File: config.mk
export PLATFORM = sky130hd
export DESIGN_NAME = fmrv32im_timer_mc
export DESIGN_NICKNAME = d
export VERILOG_FILES = /design/src/rtl/fmrv32im_timer_mc.sv
export SDC_FILE = /design/constraint.sdc
export NUM_CORES = 1
export LEC_CHECK = 0
export CAP_MARGIN = 30
export CORE_MARGIN = 5
export CORE_UTILIZATION = 54
export DETAILED_ROUTE_END_ITERATION = 10
export HOLD_SLACK_MARGIN = 0.15
export PLACE_DENSITY = 0.77
export SETUP_SLACK_MARGIN = 0.15
export SYNTH_ARGS = -nofsm -noshare
export SYNTH_HDL_FRONTEND = slang
export SYNTH_SLANG_ARGS = --single-unit
File: constraint.sdc
create_clock -name CLK -period 1.8 [get_ports CLK]
set_input_delay 0.18 -clock CLK [delete_from_list [all_inputs] [get_ports CLK]]
set_output_delay 0.18 -clock CLK [all_outputs]
set_load 0.02 [all_outputs]
File: src/rtl/fmrv32im_timer_mc.sv
// Multi-channel machine timer: shared prescaled up-counter feeding NUM_CH compare
// channels with sticky pending flags, per-channel IRQ enable and optional
// periodic auto-clear driven by channel 0.
module fmrv32im_timer_mc #(
  parameter int NUM_CH = 4,
  parameter int CNT_W  = 32,
  parameter int PRE_W  = 8
) (
  input  logic              CLK,
  input  logic              RST_N,
  input  logic              BUS_WE,
  input  logic [3:0]        BUS_ADDR,
  input  logic [31:0]       BUS_WDATA,
  output logic [31:0]       BUS_RDATA,
  output logic [NUM_CH-1:0] IRQ,
  output logic              EXPIRED
);

  localparam logic [3:0] ADDR_COUNT  = 4'h0;
  localparam logic [3:0] ADDR_PRE    = 4'h1;
  localparam logic [3:0] ADDR_CTRL   = 4'h2;
  localparam logic [3:0] ADDR_PEND   = 4'h3;
  localparam logic [3:0] ADDR_IRQ_EN = 4'h4;
  localparam int         ADDR_CMP0   = 5;

  logic [CNT_W-1:0]  count_reg;
  logic [CNT_W-1:0]  count_next;
  logic [PRE_W-1:0]  pre_reg;
  logic [PRE_W-1:0]  presc_reg;
  logic [PRE_W-1:0]  presc_next;
  logic [1:0]        ctrl_reg;
  logic [NUM_CH-1:0] pend_reg;
  logic [NUM_CH-1:0] pend_next;
  logic [NUM_CH-1:0] irq_en_reg;
  logic [CNT_W-1:0]  cmp_reg [NUM_CH];
  logic [NUM_CH-1:0] match;

  logic wr_count;
  logic wr_pre;
  logic wr_ctrl;
  logic wr_pend;
  logic wr_irq_en;
  logic tick;
  logic ctrl_en;
  logic ctrl_auto_clr;

  assign wr_count  = BUS_WE && (BUS_ADDR == ADDR_COUNT);
  assign wr_pre    = BUS_WE && (BUS_ADDR == ADDR_PRE);
  assign wr_ctrl   = BUS_WE && (BUS_ADDR == ADDR_CTRL);
  assign wr_pend   = BUS_WE && (BUS_ADDR == ADDR_PEND);
  assign wr_irq_en = BUS_WE && (BUS_ADDR == ADDR_IRQ_EN);

  assign ctrl_en       = ctrl_reg[0];
  assign ctrl_auto_clr = ctrl_reg[1];

  // A COUNT write takes the whole cycle: no tick, no increment, no match.
  assign tick = ctrl_en && (presc_reg == pre_reg) && !wr_count;

  // Per-channel compare registers and match against the pre-increment count.
  // The match sees the old compare value even when it is rewritten this cycle.
  generate
    for (genvar gi = 0; gi < NUM_CH; gi++) begin : g_ch
      assign match[gi] = (count_reg == cmp_reg[gi]);

      // Compare register: reset to all-ones so nothing matches by accident.
      always_ff @(posedge CLK or negedge RST_N) begin
        if (!RST_N) begin
          cmp_reg[gi] <= '1;
        end else if (BUS_WE && (BUS_ADDR == 4'(ADDR_CMP0 + gi))) begin
          cmp_reg[gi] <= BUS_WDATA[CNT_W-1:0];
        end
      end
    end
  endgenerate

  // Next-state for prescaler, counter and pending flags.
  always_comb begin
    presc_next = presc_reg;
    if (wr_count || wr_pre) begin
      presc_next = '0;
    end else if (ctrl_en) begin
      presc_next = (presc_reg == pre_reg) ? '0 : presc_reg + PRE_W'(1);
    end

    count_next = count_reg;
    if (wr_count) begin
      count_next = BUS_WDATA[CNT_W-1:0];
    end else if (tick) begin
      if (ctrl_auto_clr && match[0]) begin
        count_next = '0;
      end else begin
        count_next = count_reg + CNT_W'(1);
      end
    end

    // Set beats a same-cycle W1C of the same bit.
    pend_next = pend_reg;
    if (wr_pend) begin
      pend_next = pend_next & ~BUS_WDATA[NUM_CH-1:0];
    end
    if (tick) begin
      pend_next = pend_next | match;
    end
  end

  // Timer state registers.
  always_ff @(posedge CLK or negedge RST_N) begin
    if (!RST_N) begin
      count_reg  <= '0;
      pre_reg    <= '0;
      presc_reg  <= '0;
      ctrl_reg   <= '0;
      pend_reg   <= '0;
      irq_en_reg <= '0;
    end else begin
      count_reg <= count_next;
      presc_reg <= presc_next;
      pend_reg  <= pend_next;
      if (wr_pre) begin
        pre_reg <= BUS_WDATA[PRE_W-1:0];
      end
      if (wr_ctrl) begin
        ctrl_reg <= BUS_WDATA[1:0];
      end
      if (wr_irq_en) begin
        irq_en_reg <= BUS_WDATA[NUM_CH-1:0];
      end
    end
  end

  assign IRQ     = pend_reg & irq_en_reg;
  assign EXPIRED = |IRQ;

  // Zero-latency register read; unmapped slots read zero.
  always_comb begin
    BUS_RDATA = '0;
    case (BUS_ADDR)
      ADDR_COUNT:  BUS_RDATA[CNT_W-1:0]  = count_reg;
      ADDR_PRE:    BUS_RDATA[PRE_W-1:0]  = pre_reg;
      ADDR_CTRL:   BUS_RDATA[1:0]        = ctrl_reg;
      ADDR_PEND:   BUS_RDATA[NUM_CH-1:0] = pend_reg;
      ADDR_IRQ_EN: BUS_RDATA[NUM_CH-1:0] = irq_en_reg;
      default: begin
        for (int i = 0; i < NUM_CH; i++) begin
          if (BUS_ADDR == 4'(ADDR_CMP0 + i)) begin
            BUS_RDATA[CNT_W-1:0] = cmp_reg[i];
          end
        end
      end
    endcase
  end

endmodule

* Yosys cells after proc, flatten, opt, wreduce, memory -nomap -nowiden *
Cells that the tools add are included.

cells by class
  $add $sub $neg = 2
  $mul = 0
  div/mod/pow operators = 0
  magnitude comparators = 0
  eq/ne operators = 13
  shift-type cells = 0
  mux-type cells = 16
  bitwise logic cells = 4
  reduce and logical (&&, ||, !) cells = 20

operator list
  operator               number
  $mux 32                7
  $eq 32x32->1           4
  $pmux 24 s2            1
  $add 32x1->32 const B  1
  $mux 8                 3
  $pmux 2 s5             2
  $eq 4x3->1 const B     4
  $logic_and 1x1->1      12
  $pmux 4 s3             1
  $add 8x1->8 const B    1
  $and 4x4->4            2
  $eq 4x2->1 const B     2
  $eq 8x8->1             1
  $mux 4                 2
  $reduce_or 4->1        2
  $eq 4x1->1 const B     1
  $eq 4x4->1 const B     1
  $logic_not 4->1        1
  $not 4->4              1
  $or 4x4->4             1
  $reduce_bool 2->1      2
  $reduce_or 3->1        1
  $logic_not 1->1        1
  $logic_or 1x1->1       1

word-level totals
  flip-flop bits (word level) = 186
  latch bits = 0
  memory bits (writable) = 0
  bits in read-only memories = 0
  output and inout port bits = 37
  word-level logic and storage cells = 65
  memories = 0

* Logic depth before layout (Yosys ltp) *
Gate-level depths: netlist of the first run.

  word-level depth = 6
  gate-level depth with buffers = 8

* Worst setup path before layout of the first run *
No wires, ideal clock.

  path type = register to register
  from = register count_reg[14]
  to = register count_reg[10]
  setup time = 0.126 ns
  data arrival time = 1.802 ns
  data required time = 1.674 ns
  path slack = -0.128 ns
  cell stages (with the launch flop) = 9
  path buffers = 2
  clock period less this slack = 1.928 ns
  path through = dfrtp_1 -> buf_4 -> xnor2_1 -> nand4_1 -> nor4_4 -> nand3_2 -> buf_2 -> o21ai_0 -> a21oi_1

between the ends
  longest elaborated chain between the ends = 5

ends and longest elaborated chain
  element                 line  source
  from (decl)             26    logic [CNT_W-1:0] count_reg;
  from (signal assigned)  116   count_reg <= count_next;
  $eq 32x32->1            63    assign match[gi] = (count_reg == cmp_reg[gi]);
  $logic_and 1x1->1       89    if (ctrl_auto_clr && match[0]) begin
  $mux 32                 89
  $mux 32                 88    end else if (tick) begin
  $mux 32                 86    if (wr_count) begin

No other way between the ends. The select of a mux whose other input is x is not followed.
A chain may end at the register's enable or synchronous reset.

* Worst setup path in the final report of the first run *
  from = register cmp_reg[98] (netlist name)
  to = register count_reg[20]

between the ends
  longest elaborated chain between the ends = 5

ends and longest elaborated chain
  element                            line  source
  from (decl)                        35    logic [CNT_W-1:0] cmp_reg [NUM_CH];
  from (signal, indexed assignment)  70    cmp_reg[gi] <= BUS_WDATA[CNT_W-1:0];
  $eq 32x32->1                       63
  $logic_and 1x1->1                  89
  $mux 32                            89
  $mux 32                            88
  $mux 32                            86

No other way between the ends. The select of a mux whose other input is x is not followed.

==> impl_metrics.csv, run 1 <==
group,metric,value,unit
worst_setup_path,cp.required,2.17,ns
worst_setup_path,critical_path_class,"flop to flop",
die,die_w,154,µm
route,dr.pass1.iters,5,
worst_setup_path,slowest_delay,0.57,ns
power,ir_worst_vdd,695,µV
timing,setup_viol,69,
grt,grt_pass1_vias,10600,
timing,worst_pin_slew,0.627,ns
logic_synthesis,synth_seq_cells,186,
worst_setup_path,crit_buf_inv,3,
logic_synthesis,avgSynthCellArea,10.5,µm²
die,dieArea,0.0239,mm²
logic_synthesis,synth_edf_count,0,
logic_synthesis,synthArstFlopShare,1.00,
power,p_total,17.2,mW
place,pre_cts_slack,-0.719,ns
finish,final_area,0.0158,mm²
clock_network,h-tree-depth,4,
worst_setup_path,cpMostUsedCell,"buf_4",
place,hpwl,28700,µm
grt,track_usage,0.340,
finish,multi_input_area,0.00662,mm²
status,outcome,"complete, but fails checks",
die,rows,52,
worst_setup_path,cp_max_fo,3,
die,core-area,0.0204,mm²
worst_setup_path,critical-path-slowest-cell,"dfstp_2",
finish,regArea,0.00482,mm²
logic_synthesis,yosysSeqAreaShare,0.427,
die,fp.dieH,154,µm
finish,fin_cells,1653,
finish,n_fill_cell,1266,
timing,slew_viol_final,0,
finish,final_nets,1411,
timing,grt_setup_unrepaired,"true",
route,routed_wl,41600,µm
timing,fmax,0.439,GHz
logic_synthesis,synth_cell_types,60,
worst_setup_path,path_delay_family,"simple AND/OR/NAND/NOR gates",
clock_network,clockBufferDepth,2,
min_path,holdCritPathClass,"input port to async pin",
route,ant_nets,0,
finish,drive_above_1_share,0.548,
grt,antenna_found_initial,0,
place,dpl_cell_area,0.0142,mm²
route,avgViaCountPerCell,6.34,
logic_synthesis,syn_inst,1071,
clock_network,root_buffer,"clkbuf_16",
logic_synthesis,netlist_area,0.0113,mm²
clock_network,cts_buffers,17,
worst_setup_path,arrival,2.65,ns
worst_setup_path,path_cells,"xnor2_2, buf_4, nand4_1, nor4_4, buf_4, and3_4, buf_6, or4_4, a31oi_1",
die,start_util,0.554,
grt,grt_pass1_wl,62600,µm
clock_network,clk_latency,0.45,ns
place,gp_congestion,1.00,
status,violations,"negative setup slack",
route,drt_iter0_drc,1202,
die,pin_count,76,
timing,max_slew_margin,0.580,
power,p_leak,6.53,nW
timing,fin_skew,0.0119,ns
finish,final_cell_mix,"buf_4, mux2_2, dfstp_2, xnor2_1, buf_6",
timing,period_share,1.26,
job,maxCapViolations,0,
logic_synthesis,synth_warnings,0,
grt,grt_overflow,0,
logic_synthesis,synthFlopType,"dfstp_2",
finish,largest_reg_flops,128,
clock_network,cts_sinks,186,
clock_network,clk_pin_slew,0.08,ns
place,portBuffers,75,
finish,syn_to_final_growth,40.1,%
timing,hold_viol,0,
finish,layout_commonest_cell,"buf_4",
finish,n_antenna_cell,0,
route,wl_per_cell,25.1,µm
worst_setup_path,worstSetupStartpointType,"flop",
power,powerDensity,1090,mW/mm²
timing,fin_ws,-0.476,ns
route,drc_errors,0,
logic_synthesis,synth_nets,1112,
clock_network,cts_tree,"yes",
place,placed_cells,1585,
route,vias,10500,
worst_setup_path,worstSetupEndpointType,"flop",
grt,grt_max_degree,70,
timing,layout_min_cycle_time,2.28,ns
-- cells by family after synthesis --
kind of cell	after synthesis	share of synthesized area
AO/OA/AOI/OAI	206	0.120
XOR/XNOR	143	0.111
adder cells (fa/ha/maj)	2	0.00222
buffers and inverters	96	0.0392
flip-flops	186	0.427
multiplexers	180	0.178
AND/OR/NAND/NOR	258	0.122
-- final cells by class --
class,count,area share
clock buffer,21,0.0299
clock inverter,11,0.00990
inverter,9,0.00238
multi-input combinational,789,0.419
sequential,186,0.305
tap,270,0.0214
timing repair buffer,367,0.213
-- per-layer routing --
| layer | routed length (µm) | global-route usage | part of all wire | up-vias |
|---|---|---|---|---|
| met3 | 3950 | 0.0816 | 0.095 | 178 |
| li1 | - | - | - | 4490 |
| met1 | 15800 | 0.442 | 0.38 | 5204 |
| met2 | 19200 | 0.537 | 0.46 | 605 |
| met4 | 2570 | 0.164 | 0.062 | 0 |
| met5 | 0 | 0 | 0 | - |
-- power by group --
group          total [mW]  internal [mW]  switching, mW  leakage (nW)
clock                4.13           2.33           1.79         0.302
combinational        6.65           3.48           3.17          4.25
sequential           6.39           5.56          0.831          1.98
total                17.2           11.4           5.79          6.53
-- worst paths after layout --
check	startpoint	endpoint	slack (ns)	cells past startpoint
max in group asynchronous	RST_N	cmp_reg[2]	0.86	3
min	RST_N	count_reg[9]	0.19	2
max reg2reg	cmp_reg[98]	count_reg[20]	-0.48	9
min in group CLK	BUS_ADDR[1]	ctrl_reg[0]	0.37	4
max	cmp_reg[98]	count_reg[20]	-0.48	9
min reg2reg	irq_en_reg[1]	irq_en_reg[1]	0.56	1
-- Yosys cell counts, types with 6 or more instances --
cell type / n / area share
mux2_2: 152 / 0.15
xnor2_1: 130 / 0.10
dfstp_2: 128 / 0.30
dfrtp_1: 58 / 0.13
nand2_1: 56 / 0.019
a21oi_1: 52 / 0.023
nor2_1: 51 / 0.017
nand4_1: 43 / 0.024
o21ai_0: 38 / 0.017
buf_2: 34 / 0.015
clkbuf_1: 34 / 0.011
mux2i_1: 27 / 0.024
nor3_1: 26 / 0.012
a22oi_1: 21 / 0.014
and2_1: 21 / 0.012
o22a_1: 18 / 0.014
a31oi_1: 17 / 0.0094
nand3_1: 16 / 0.0071
nor4_1: 14 / 0.0078
xor2_1: 13 / 0.010
o21ai_1: 12 / 0.0053
buf_1: 10 / 0.0033
a221o_1: 9 / 0.0080
inv_1: 9 / 0.0030
a22o_1: 8 / 0.0062
buf_4: 6 / 0.0040
o21a_1: 6 / 0.0040
-- per-stage QoR --
stage / hold slack, ns / utilization / TNS, ns
floorplan: -0.116 / - / -2.79
global placement: 0.0965 / 0.696 / -87.19
detailed placement: 0.101 / 0.696 / -90.04
CTS: 0.196 / 0.752 / -13.09
global route: 0.216 / 0.776 / -19.20
finish: 0.193 / 0.776 / -15.45
-- repair_timing --
item,4_1_cts,5_1_grt
gates cloned,3,1
resized for setup,278,93
setup buffers,19,12
pin swaps,55,31
hold buffers,1,0
setup endpoints to repair,208,79
hold endpoints to repair,82,0
Note: power is estimated with default switching activity, not from simulation.
==> run 2: changes to the inputs <==
Settings changed: CORE_ASPECT_RATIO from default to 0.8, GPL_TIMING_DRIVEN from default to 0.
==> run 2 against run 1 <==
Net effect:
- first-iteration DRC count increased by 28%
- cell count is 7.1% lower
- critical path depth fell by 1
- the flow still finishes with violations (negative setup slack)
- clock skew fell by 0.0034 ns
- sequential power grew 1%
- setup slack better by 0.014 ns
- critical path type unchanged
- die area about the same
- combinational power fell by 8.7%
- clock-buffer cell count is 2 lower
- utilization down 4.9 points
- register-to-register slack hardly changed
- global-route usage up 1.9 points
==> impl_metrics.csv, run 2 (synthesized netlist as in run 1, its figures left out) <==
group,metric,value,unit
status,outcome,"complete, but fails checks",
status,violations,"negative setup slack",
grt,grt_max_degree,123,
route,ant_nets,0,
worst_setup_path,cp.required,2.09,ns
timing,fmax,0.442,GHz
place,hpwl,29000,µm
power,switching_power,5.90,mW
grt,track_usage,0.359,
finish,n_antenna_cell,0,
finish,final_area,0.0150,mm²
timing,fin_skew,0.00858,ns
finish,syn_to_final_growth,33.1,%
timing,hold_viol,0,
die,rows,47,
grt,grt_pass1_wl,63800,µm
route,vias,10300,
timing,worst_pin_slew,0.936,ns
worst_setup_path,cp_max_fo,7,
finish,layout_commonest_cell,"mux2_2",
clock_network,clockBufferDepth,2,
die,core-area,0.0206,mm²
timing,period_share,1.26,
grt,met3_usage,0.100,
die,die_w,172,µm
finish,final_nets,1295,
finish,final_cell_mix,"mux2_2, dfstp_2, xnor2_1, buf_4, buf_6",
worst_setup_path,critical_path_class,"flop to flop",
power,p_leak,6.08,nW
route,drc_errors,0,
place,portBuffers,73,
worst_setup_path,rrSetupSlack,-0.46,ns
grt,grt_use_met1,0.515,
power,seqPwrFrac,0.395,
timing,max_slew_margin,0.376,
grt,grt_most_used_layer,"met1",
route,avgViaCountPerCell,6.72,
power,sw_frac_of_total,0.361,
route,wl_per_cell,28.6,µm
die,dieArea,0.0239,mm²
timing,setup_viol,67,
place,gp_congestion,1.04,
die,start_util,0.546,
timing,layout_min_cycle_time,2.26,ns
min_path,holdCritPathClass,"input port to flop",
clock_network,cts_buffers,17,
timing,fin_ws,-0.462,ns
power,p_int,10.5,mW
finish,drive_above_1_share,0.523,
clock_network,cts_sinks,186,
clock_network,clk_pin_slew,0.07,ns
finish,largest_reg_flops,128,
power,ir_worst_vdd,749,µV
power,p_clk_frac,0.234,
power,power_frac_comb,0.371,
clock_network,cts_tree,"yes",
grt,use_met2,0.509,
worst_setup_path,worstSetupStartpointType,"flop",
route,drt_iter0_drc,1536,
die,fp.dieH,139,µm
clock_network,h-tree-depth,4,
die,pin_count,76,
job,maxCapViolations,0,
worst_setup_path,worstSetupEndpointType,"flop",
worst_setup_path,arrival,2.55,ns
route,dr.pass1.iters,7,
grt,antenna_found_initial,1,
clock_network,root_buffer,"clkbuf_16",
timing,slew_viol_final,0,
place,dpl_cell_area,0.0125,mm²
grt,grt_overflow,0,
timing,grt_setup_unrepaired,"true",
clock_network,clk_latency,0.45,ns
place,pre_cts_slack,-1.63,ns
route,routed_wl,43900,µm
power,powerDensity,1090,mW/mm²
grt,grt_pass1_vias,10000,
-- run 2: cell types whose count changed in the layout (fill, tap and decap cells not counted), moves of 7 or more --
cell | before | now
a22oi_1 | 2 | 13
a22oi_2 | 19 | 8
buf_12 | 17 | 5
buf_2 | 3 | 12
buf_4 | 226 | 85
buf_6 | 78 | 58
clkbuf_1 | 2 | 9
clkbuf_4 | 1 | 15
clkbuf_8 | 1 | 11
o21ai_0 | 19 | 9
o21ai_2 | 17 | 27
xnor2_1 | 127 | 112
xnor2_2 | 2 | 15
-- run 2: worst max-delay path: stages, from the launching register on --
cell     delay, ns
dfstp_2       0.60
xnor2_4       0.16
nand4_1       0.32
nor4_4        0.26
buf_4         0.18
nand3_4       0.19
buf_6         0.19
a31oi_1       0.11
a31oi_1       0.10
-- run 2: metrics by stage --
| step | std cells | total power [mW] | util | TNS, ns | hold WS (ns) |
|---|---|---|---|---|---|
| after floorplan | 1071 | 9.39 | - | -2.79 | -0.116 |
| after global placement | 1413 | 11.0 | 0.602 | -1215.02 | 0.511 |
| after detailed placement | 1414 | 11.1 | 0.604 | -194.90 | 0.151 |
| after CTS | 1510 | 15.7 | 0.697 | -12.98 | 0.159 |
| after global routing | 1536 | 16.8 | 0.727 | -18.79 | 0.180 |
| final | 1536 | 16.4 | 0.727 | -16.27 | 0.167 |
-- run 2: timing repair --
item	4_1_cts	5_1_grt
gates cloned	5	1
pin swaps	48	34
setup buffers	58	24
endpoints found under the setup margin	218	128
hold buffers	1	1
endpoints found under the hold margin	64	1
gates resized for setup	432	105
-- run 2: final timing paths --
kind | cells past startpoint | from | endpoint
min reg2reg | 1 | irq_en_reg[0] | irq_en_reg[0]
max reg2reg | 8 | cmp_reg[117] | count_reg[25]
min | 3 | BUS_ADDR[2] | presc_reg[1]
min in group asynchronous | 2 | RST_N | count_reg[14]
max in group asynchronous | 3 | RST_N | pre_reg[6]
max | 8 | cmp_reg[117] | count_reg[25]
-- run 2: final cells by class --
| cell class | instances | area (µm²) |
|---|---|---|
| Inverter | 9 | 33.8 |
| Clock buffer | 19 | 433 |
| Tap cell | 269 | 337 |
| Timing Repair Buffer | 164 | 1580 |
| Multi-Input combinational cell | 789 | 6860 |
| Buffer | 87 | 803 |
| Sequential cell | 186 | 4820 |
| Fill cell | 1412 | 5640 |
| Clock inverter | 13 | 140 |
-- run 2: power groups by stage --
stage | sequential [mW] | combinational [mW] | clock (mW)
final | 6.47 | 6.07 | 3.83
after CTS | 6.41 | 5.44 | 3.80
after global routing | 6.56 | 6.30 | 3.99
after global placement | 6.43 | 4.57 | 0
after floorplan | 6.19 | 3.20 | 0
after detailed placement | 6.48 | 4.62 | 0
-- run 2: metal layers --
layer,vias to the layer above,routed length [µm]
met5,-,26
met4,4,2440
met3,194,5280
met2,758,18400
met1,5080,17700
li1,4279,-
